`src/rtl/wb_snoop_responder_if.sv`:
```
// Bundle of snoop-side and core-update signals for one wb_snoop_responder.
// slave  : the responder itself.
// master : whatever drives it (arbiter slice plus core, or a testbench).
// Handshakes:
//   snoop  - the arbiter holds snoop_type_i/snoop_adr_i until it sees a response.
//            It then releases by driving type 00.
//   update - upd_valid_i is held with stable payload until upd_ready_o is high
//            at a rising edge. That edge transfers the update.
interface wb_snoop_responder_if #(
    parameter int dw = 32,
    parameter int aw = 32
);
    logic [aw-1:0] snoop_adr_i;
    logic [1:0]    snoop_type_i;
    logic [1:0]    snoop_response_o;
    logic [dw-1:0] snooped_dat_o;
    logic          upd_valid_i;
    logic          upd_ready_o;
    logic [aw-1:0] upd_adr_i;
    logic [dw-1:0] upd_dat_i;
    logic          upd_dirty_i;
    logic          upd_inv_i;
    logic          inv_o;
    logic [aw-1:0] inv_adr_o;
    logic          busy_o;

    modport slave (
        input  snoop_adr_i, snoop_type_i, upd_valid_i, upd_adr_i, upd_dat_i,
               upd_dirty_i, upd_inv_i,
        output snoop_response_o, snooped_dat_o, upd_ready_o, inv_o, inv_adr_o,
               busy_o
    );

    modport master (
        output snoop_adr_i, snoop_type_i, upd_valid_i, upd_adr_i, upd_dat_i,
               upd_dirty_i, upd_inv_i,
        input  snoop_response_o, snooped_dat_o, upd_ready_o, inv_o, inv_adr_o,
               busy_o
    );
endinterface

```
`src/rtl/wb_snoop_responder.sv`:
```
// Per-core snoop responder with a direct-mapped, word-granular shadow directory.
//
// Snoop timing:
//   edge N   : a snoop is captured and the FSM enters LOOKUP.
//   edge N+1 : the directory entry is read and hit/data are registered.
//   edge N+2 : the FSM enters RESPOND and the registered response appears.
//              A write hit also clears the entry and pulses inv_o here.
// The responder then holds its response until snoop_type_i returns to 00.
module wb_snoop_responder #(
    parameter int dw        = 32,
    parameter int aw        = 32,
    parameter int num_lines = 16
) (
    input  logic                 wb_clk_i,
    input  logic                 wb_rst_ni,
    wb_snoop_responder_if.slave  bus,
    output logic [1:0]           state_o
);
    localparam int idx_bits = $clog2(num_lines);
    localparam int tw       = aw - idx_bits - 2;

    typedef enum logic [1:0] {
        IDLE    = 2'd0,
        LOOKUP  = 2'd1,
        RESPOND = 2'd2
    } state_t;

    state_t        state_q, state_d;
    logic [aw-1:0] snp_adr_q, snp_adr_d;
    logic          snp_wr_q, snp_wr_d;
    logic          lk_done_q, lk_done_d;
    logic          hit_q, hit_d;
    logic [dw-1:0] hit_dat_q, hit_dat_d;
    logic [1:0]    resp_q, resp_d;
    logic [dw-1:0] dat_q, dat_d;
    logic          inv_q, inv_d;
    logic [aw-1:0] inv_adr_q, inv_adr_d;

    logic          valid_q [num_lines];
    logic          valid_d [num_lines];
    logic          dirty_q [num_lines];
    logic          dirty_d [num_lines];
    logic [tw-1:0] tag_q   [num_lines];
    logic [tw-1:0] tag_d   [num_lines];
    logic [dw-1:0] data_q  [num_lines];
    logic [dw-1:0] data_d  [num_lines];

    logic [idx_bits-1:0] upd_idx, snp_idx;
    logic [tw-1:0]       upd_tag, snp_tag;
    logic                unused_adr_lsbs;

    // Word-granular split: byte-offset bits [1:0] never take part in matching.
    assign upd_idx = bus.upd_adr_i[idx_bits+1:2];
    assign upd_tag = bus.upd_adr_i[aw-1:idx_bits+2];
    assign snp_idx = snp_adr_q[idx_bits+1:2];
    assign snp_tag = snp_adr_q[aw-1:idx_bits+2];
    assign unused_adr_lsbs = ^bus.upd_adr_i[1:0];

    // Next-state, directory update and registered-output computation.
    always_comb begin
        state_d   = state_q;
        snp_adr_d = snp_adr_q;
        snp_wr_d  = snp_wr_q;
        lk_done_d = lk_done_q;
        hit_d     = hit_q;
        hit_dat_d = hit_dat_q;
        resp_d    = resp_q;
        dat_d     = dat_q;
        inv_d     = 1'b0;
        inv_adr_d = inv_adr_q;
        valid_d   = valid_q;
        dirty_d   = dirty_q;
        tag_d     = tag_q;
        data_d    = data_q;

        case (state_q)
            IDLE: begin
                // The update lands on the same edge as a snoop capture.
                // A snoop to the same address therefore sees the new entry.
                if (bus.upd_valid_i) begin
                    if (bus.upd_inv_i) begin
                        valid_d[upd_idx] = 1'b0;
                        dirty_d[upd_idx] = 1'b0;
                    end else begin
                        valid_d[upd_idx] = 1'b1;
                        dirty_d[upd_idx] = bus.upd_dirty_i;
                        tag_d[upd_idx]   = upd_tag;
                        data_d[upd_idx]  = bus.upd_dat_i;
                    end
                end
                if (bus.snoop_type_i == 2'b01 || bus.snoop_type_i == 2'b10) begin
                    snp_adr_d = bus.snoop_adr_i;
                    snp_wr_d  = (bus.snoop_type_i == 2'b10);
                    lk_done_d = 1'b0;
                    state_d   = LOOKUP;
                end
            end
            LOOKUP: begin
                if (!lk_done_q) begin
                    hit_d     = valid_q[snp_idx] && (tag_q[snp_idx] == snp_tag);
                    hit_dat_d = data_q[snp_idx];
                    lk_done_d = 1'b1;
                end else begin
                    state_d = RESPOND;
                    resp_d  = hit_q ? 2'b10 : 2'b01;
                    dat_d   = (hit_q && !snp_wr_q) ? hit_dat_q : '0;
                    if (hit_q && snp_wr_q) begin
                        valid_d[snp_idx] = 1'b0;
                        dirty_d[snp_idx] = 1'b0;
                        inv_d            = 1'b1;
                        inv_adr_d        = snp_adr_q;
                    end
                end
            end
            RESPOND: begin
                if (bus.snoop_type_i == 2'b00) begin
                    state_d = IDLE;
                    resp_d  = 2'b00;
                    dat_d   = '0;
                end
            end
            default: begin
                state_d = IDLE;
                resp_d  = 2'b00;
                dat_d   = '0;
            end
        endcase
    end

    // Control, response and directory registers; reset empties the directory.
    always_ff @(posedge wb_clk_i or negedge wb_rst_ni) begin
        if (!wb_rst_ni) begin
            state_q   <= IDLE;
            snp_adr_q <= '0;
            snp_wr_q  <= 1'b0;
            lk_done_q <= 1'b0;
            hit_q     <= 1'b0;
            hit_dat_q <= '0;
            resp_q    <= 2'b00;
            dat_q     <= '0;
            inv_q     <= 1'b0;
            inv_adr_q <= '0;
            for (int i = 0; i < num_lines; i++) begin
                valid_q[i] <= 1'b0;
                dirty_q[i] <= 1'b0;
                tag_q[i]   <= '0;
                data_q[i]  <= '0;
            end
        end else begin
            state_q   <= state_d;
            snp_adr_q <= snp_adr_d;
            snp_wr_q  <= snp_wr_d;
            lk_done_q <= lk_done_d;
            hit_q     <= hit_d;
            hit_dat_q <= hit_dat_d;
            resp_q    <= resp_d;
            dat_q     <= dat_d;
            inv_q     <= inv_d;
            inv_adr_q <= inv_adr_d;
            valid_q   <= valid_d;
            dirty_q   <= dirty_d;
            tag_q     <= tag_d;
            data_q    <= data_d;
        end
    end

    assign bus.snoop_response_o = resp_q;
    assign bus.snooped_dat_o    = dat_q;
    assign bus.inv_o            = inv_q;
    assign bus.inv_adr_o        = inv_adr_q;
    assign bus.busy_o           = (state_q != IDLE);
    assign bus.upd_ready_o      = (state_q == IDLE);
    assign state_o              = state_q;
endmodule

```
`src/flat_wrapper.sv`:
```
// flat-port wrapper written by rule: the top's interface ports become plain ports
module wb_snoop_responder_flat 
#(
    parameter int dw        = 32,
    parameter int aw        = 32,
    parameter int num_lines = 16
)
  (wb_clk_i, wb_rst_ni, state_o, bus_snoop_adr_i, bus_snoop_type_i, bus_upd_valid_i, bus_upd_adr_i, bus_upd_dat_i, bus_upd_dirty_i, bus_upd_inv_i, bus_snoop_response_o, bus_snooped_dat_o, bus_upd_ready_o, bus_inv_o, bus_inv_adr_o, bus_busy_o);
  wb_snoop_responder_if #(.dw(dw), .aw(aw)) bus_i ();
  input  logic wb_clk_i;
  input  logic wb_rst_ni;
  output logic [1:0] state_o;
  input wire logic [$bits(bus_i.snoop_adr_i)-1:0] bus_snoop_adr_i;
  input wire logic [$bits(bus_i.snoop_type_i)-1:0] bus_snoop_type_i;
  input wire logic [$bits(bus_i.upd_valid_i)-1:0] bus_upd_valid_i;
  input wire logic [$bits(bus_i.upd_adr_i)-1:0] bus_upd_adr_i;
  input wire logic [$bits(bus_i.upd_dat_i)-1:0] bus_upd_dat_i;
  input wire logic [$bits(bus_i.upd_dirty_i)-1:0] bus_upd_dirty_i;
  input wire logic [$bits(bus_i.upd_inv_i)-1:0] bus_upd_inv_i;
  output wire logic [$bits(bus_i.snoop_response_o)-1:0] bus_snoop_response_o;
  output wire logic [$bits(bus_i.snooped_dat_o)-1:0] bus_snooped_dat_o;
  output wire logic [$bits(bus_i.upd_ready_o)-1:0] bus_upd_ready_o;
  output wire logic [$bits(bus_i.inv_o)-1:0] bus_inv_o;
  output wire logic [$bits(bus_i.inv_adr_o)-1:0] bus_inv_adr_o;
  output wire logic [$bits(bus_i.busy_o)-1:0] bus_busy_o;
  assign bus_i.snoop_adr_i = bus_snoop_adr_i;
  assign bus_i.snoop_type_i = bus_snoop_type_i;
  assign bus_i.upd_valid_i = bus_upd_valid_i;
  assign bus_i.upd_adr_i = bus_upd_adr_i;
  assign bus_i.upd_dat_i = bus_upd_dat_i;
  assign bus_i.upd_dirty_i = bus_upd_dirty_i;
  assign bus_i.upd_inv_i = bus_upd_inv_i;
  assign bus_snoop_response_o = bus_i.snoop_response_o;
  assign bus_snooped_dat_o = bus_i.snooped_dat_o;
  assign bus_upd_ready_o = bus_i.upd_ready_o;
  assign bus_inv_o = bus_i.inv_o;
  assign bus_inv_adr_o = bus_i.inv_adr_o;
  assign bus_busy_o = bus_i.busy_o;
  wb_snoop_responder #(.dw(dw), .aw(aw), .num_lines(num_lines)) u_core (.wb_clk_i(wb_clk_i), .wb_rst_ni(wb_rst_ni), .bus(bus_i), .state_o(state_o));
endmodule
```
`config.mk`:
```
export PLATFORM = sky130hd
export DESIGN_NAME = wb_snoop_responder_flat
export DESIGN_NICKNAME = d
export VERILOG_FILES = /design/src/rtl/wb_snoop_responder_if.sv /design/src/rtl/wb_snoop_responder.sv /design/src/flat_wrapper.sv
export SDC_FILE = /design/constraint.sdc
export NUM_CORES = 2
export LEC_CHECK = 0
export ABC_AREA = 0
export BUFFER_PORTS_ARGS = -buffer_cell sky130_fd_sc_hd__buf_2
export CORE_ASPECT_RATIO = 1.2
export CORE_UTILIZATION = 25
export CTS_CLUSTER_SIZE = 25
export DETAILED_ROUTE_END_ITERATION = 7
export PLACE_DENSITY = 0.42
export SYNTH_ARGS = -nofsm -noshare
export SYNTH_HDL_FRONTEND = slang
export SYNTH_SLANG_ARGS = --single-unit
```
`constraint.sdc`:
```
create_clock -name wb_clk_i -period 6.5 [get_ports wb_clk_i]
set_input_delay 1.3 -clock wb_clk_i [delete_from_list [all_inputs] [get_ports wb_clk_i]]
set_output_delay 1.3 -clock wb_clk_i [all_outputs]
set_load 0.01 [all_outputs]
```
==> key figures <==
Final layout
  – Commonest non-fill, non-tap cell in the layout: dfrtp_1
  – Ratio of cells with drive above 1 in the final layout: 50.9%
  – Area delta synth->final: 16.5%
  – Non-filler cells in the finished layout: 5,789
  – Leading cell types in the layout, fill and taps excluded: dfrtp_1 (1,076), mux2_2 (950), mux4_2 (261)
  – Final nets: 3,315

Synth
  – Synth top area share: 56.4%
  – Synth top area cells: dfrtp_1 (56%), mux2_2 (22%), mux4_2 (12%)
  – Synth warn: 0
  – EDFF count, synth: 0
  – Yosys cell types: 60
  – Avg Inst Size Synth: 15.5 µm²
  – Synth Instances: 3,095
  – Synthesized area: 47,900 µm²
  – Synth area leader: dfrtp_1
  – Net count after synthesis: 3,200
  – Post-synth top flop: dfrtp_1
  – Register area share after synthesis: 56.4%
  – Post-synth ARST share: 100%
  – Register bit count reported by yosys: 1,080

STA
  – Final WS setup: 1990 ps
  – Final min period: 4510 ps
  – Number of hold violations in the final report: 0
  – Clock Skew: 29.2 ps
  – Worst-Margin Slew: 1140 ps
  – Final Setup Violations: 0
  – Worst rel slew slack: 23.4%
  – RSZ-0062 raised after global routing: false
  – Final slew viol count: 0
  – Period utilization: 69.3%
  – Fmax: 222 MHz
  – Setup_tns: 0 ps

Clock network
  – Max clock buf depth: 3
  – Setup bufs post-CTS: 0
  – Hold Buf Count CTS: 0
  – TritonCTS clock tree: built
  – Worst-path clk slew: 60 ps
  – CTS sink cnt: 1,080
  – Clk root buf: clkbuf_16
  – Worst skew pair latency: 760 ps
  – Post-CTS Resized: 0
  – CTS buffer count: 131
  – H-tree levels: 4

Global routing
  – Largest net degree at the start of global routing: 169
  – Gr usage total: 15.1%
  – Remaining Overflow, GRT: 0
  – First-pass GRT wire length: 215,000 µm
  – Vias in the first global route: 29,674
  – Initial antenna violation count: 37

Floorplan
  – Die Span Y: 481 µm
  – Total die area: 193,000 µm²
  – Std-Cell Rows: 175
  – I/O pin cnt: 174
  – Die width: 402 µm
  – Starting Density: 25.2%
  – Core Box Area: 190,000 µm²

Drt
  – Final antenna-violating net count: 0
  – Pre-Repair DR Iteration Count: 5
  – Detailed-route via count: 27,358
  – Max layer used: met5
  – Iter 0 DRT Violations: 1,667
  – DRC: 0
  – Met3 Wirelength: 7590 µm
  – Via-to-Cell Ratio: 4.73
  – DR WL met2: 65,100 µm
  – Routed WL per cell: 24.9 µm
  – Wl on met1: 68,400 µm
  – DRT Wirelength: 144,000 µm

Placed design
  – Post-placement setup slack: 1770 ps
  – # placed instances: 5,555
  – IO buf count: 170
  – GPL Wtd Cong: 0.747
  – DPL Wire Length: 84,700 µm

Setup path
  – Worst Path Max Fanout: 32
  – Startpoint Class: register
  – Cell Chain, Critical Path: buf_4 -> mux4_2 -> a22o_1 -> a221oi_1 -> xor2_1 -> nand4_1 -> or4_1 -> o31ai_2
  – Crit path DAT: 5100 ps
  – CP required: 7100 ps
  – Worst path max stage delay: 980 ps
  – Worst path slowest cell: dfrtp_4
  – Critical Path Sink Type: register
  – Crit Path Class: register to register

Run status
  – Status: completed

Pwr
  – PwrDens: 432 nW/µm²
  – Sw Ratio: 31.0%
  – Sequential Power Share: 41.1%
  – Pwr Total: 24.1 mW
  – Power share of the combinational group: 28.6%
  – Pleak: 25.9 nW
  – Max IR drop VDD: 0.272 mV
  – Clk network pwr share: 30.3%
  – Internal cell power: 16.6 mW
  – Sw Pwr: 7.47 mW

Run
  – Max cap viols: 0

Worst hold path
  – Hold crit path type: register to register
[metrics by stage]
| stage | hold slack, ps | cell area, µm² | util, % |
|---|---|---|---|
| 6_report | 469 | 55800 | 29.4 |
| 3_3_place_gp | 457 | 51500 | 27.1 |
| 4_1_cts | 474 | 55800 | 29.4 |
| 2_1_floorplan | 435 | 47900 | - |
| 5_1_grt | 493 | 55800 | 29.4 |
| 3_5_place_dp | 458 | 51500 | 27.1 |
[path summary, 6_finish.rpt]
kind / startpoint / end / slack, ps / cells past startpoint
max in group asynchronous: wb_rst_ni / u_core.data_q[132] / 4340 / 2
setup / recovery: u_core.snp_adr_q[2] / u_core.hit_q / 1990 / 8
hold reg to reg: u_core.bus.inv_adr_o[14] / u_core.bus.inv_adr_o[14] / 470 / 2
setup reg to reg: u_core.snp_adr_q[2] / u_core.hit_q / 1990 / 8
hold / removal: u_core.bus.inv_adr_o[14] / u_core.bus.inv_adr_o[14] / 470 / 2
min in group asynchronous: wb_rst_ni / u_core.tag_q[155] / 590 / 1
[power groups by stage]
stage	registers, mW	clock network (mW)	logic, mW
2_1_floorplan	9.35	0	5.28
3_3_place_gp	10.0	0	6.96
3_5_place_dp	10.0	0	7.03
4_1_cts	9.92	7.56	7.05
5_1_grt	10.2	7.81	7.44
6_report	9.91	7.29	6.88
[logic make-up after synthesis]
logic type	Yosys count	share of synthesized area (%)
AO/OA/AOI/OAI	151	2.24
adder cells (fa/ha/maj)	2	0.0523
flip-flops	1080	56.4
multiplexers	1249	35.6
XOR/XNOR	26	0.476
buffers and inverters	275	2.50
AND/OR/NAND/NOR	312	2.73
[critical path, delay by kind of cell, from the launching register on]
kind / cells / cell delay (ps)
AOI/OAI and AO/OA: 3 / 1480
xor gates and xnor gates: 1 / 220
buffers and inverters: 1 / 370
DFF: 1 / 980
muxes: 1 / 560
and+or+nand+nor: 2 / 670
[layer usage]
metal	global-route usage, %	vias to the layer above
met5	0	-
met3	3.45	193
li1	-	11628
met1	21.4	14965
met2	23.1	546
met4	4.02	26
[state kept, by name, indices dropped and copies added, names as in the netlist, named ones only]
register	cells
u_core.lk_done_q	1
u_core.hit_dat_q	32
u_core.bus.inv_o	1
u_core.snp_wr_q	1
u_core.bus.snoop_response_o	2
u_core.hit_q	1
u_core.bus.inv_adr_o	32
u_core.data_q	512
u_core.state_o	2
u_core.bus.snooped_dat_o	32
u_core.tag_q	416
u_core.snp_adr_q	32
[synthesized netlist by cell type (2+ instances only)]
cell type	count
dfrtp_1	1080
a22oi_1	12
and2_1	5
a21oi_1	9
nand3_1	13
clkbuf_1	124
buf_6	8
mux2i_1	33
mux4_2	261
buf_4	8
inv_1	15
mux2_2	950
o22ai_1	5
nor2b_1	12
mux4_1	4
nand4_1	5
buf_12	2
nor2_1	16
xor2_1	10
o221ai_1	3
ha_1	2
a221oi_1	6
xnor2_1	16
nand2_1	232
and3_1	2
nand2b_1	8
o21ai_0	53
a211oi_1	2
a32oi_1	6
buf_1	90
nor4_1	2
nor3_1	10
o211ai_1	2
a22o_1	39
buf_2	25
[final cells by class]
type                            instances  area, µm²
Antenna cell                            4       10.0
Fill cell                           19030     134000
Timing Repair Buffer                  240       1500
Sequential cell                      1080      27000
Multi-Input combinational cell       1740      19800
Tap cell                             2478       3100
Clock buffer                          198       3930
Inverter                               17       66.3
Clock inverter                         32        345
Note: power is estimated with default switching activity, not from simulation.
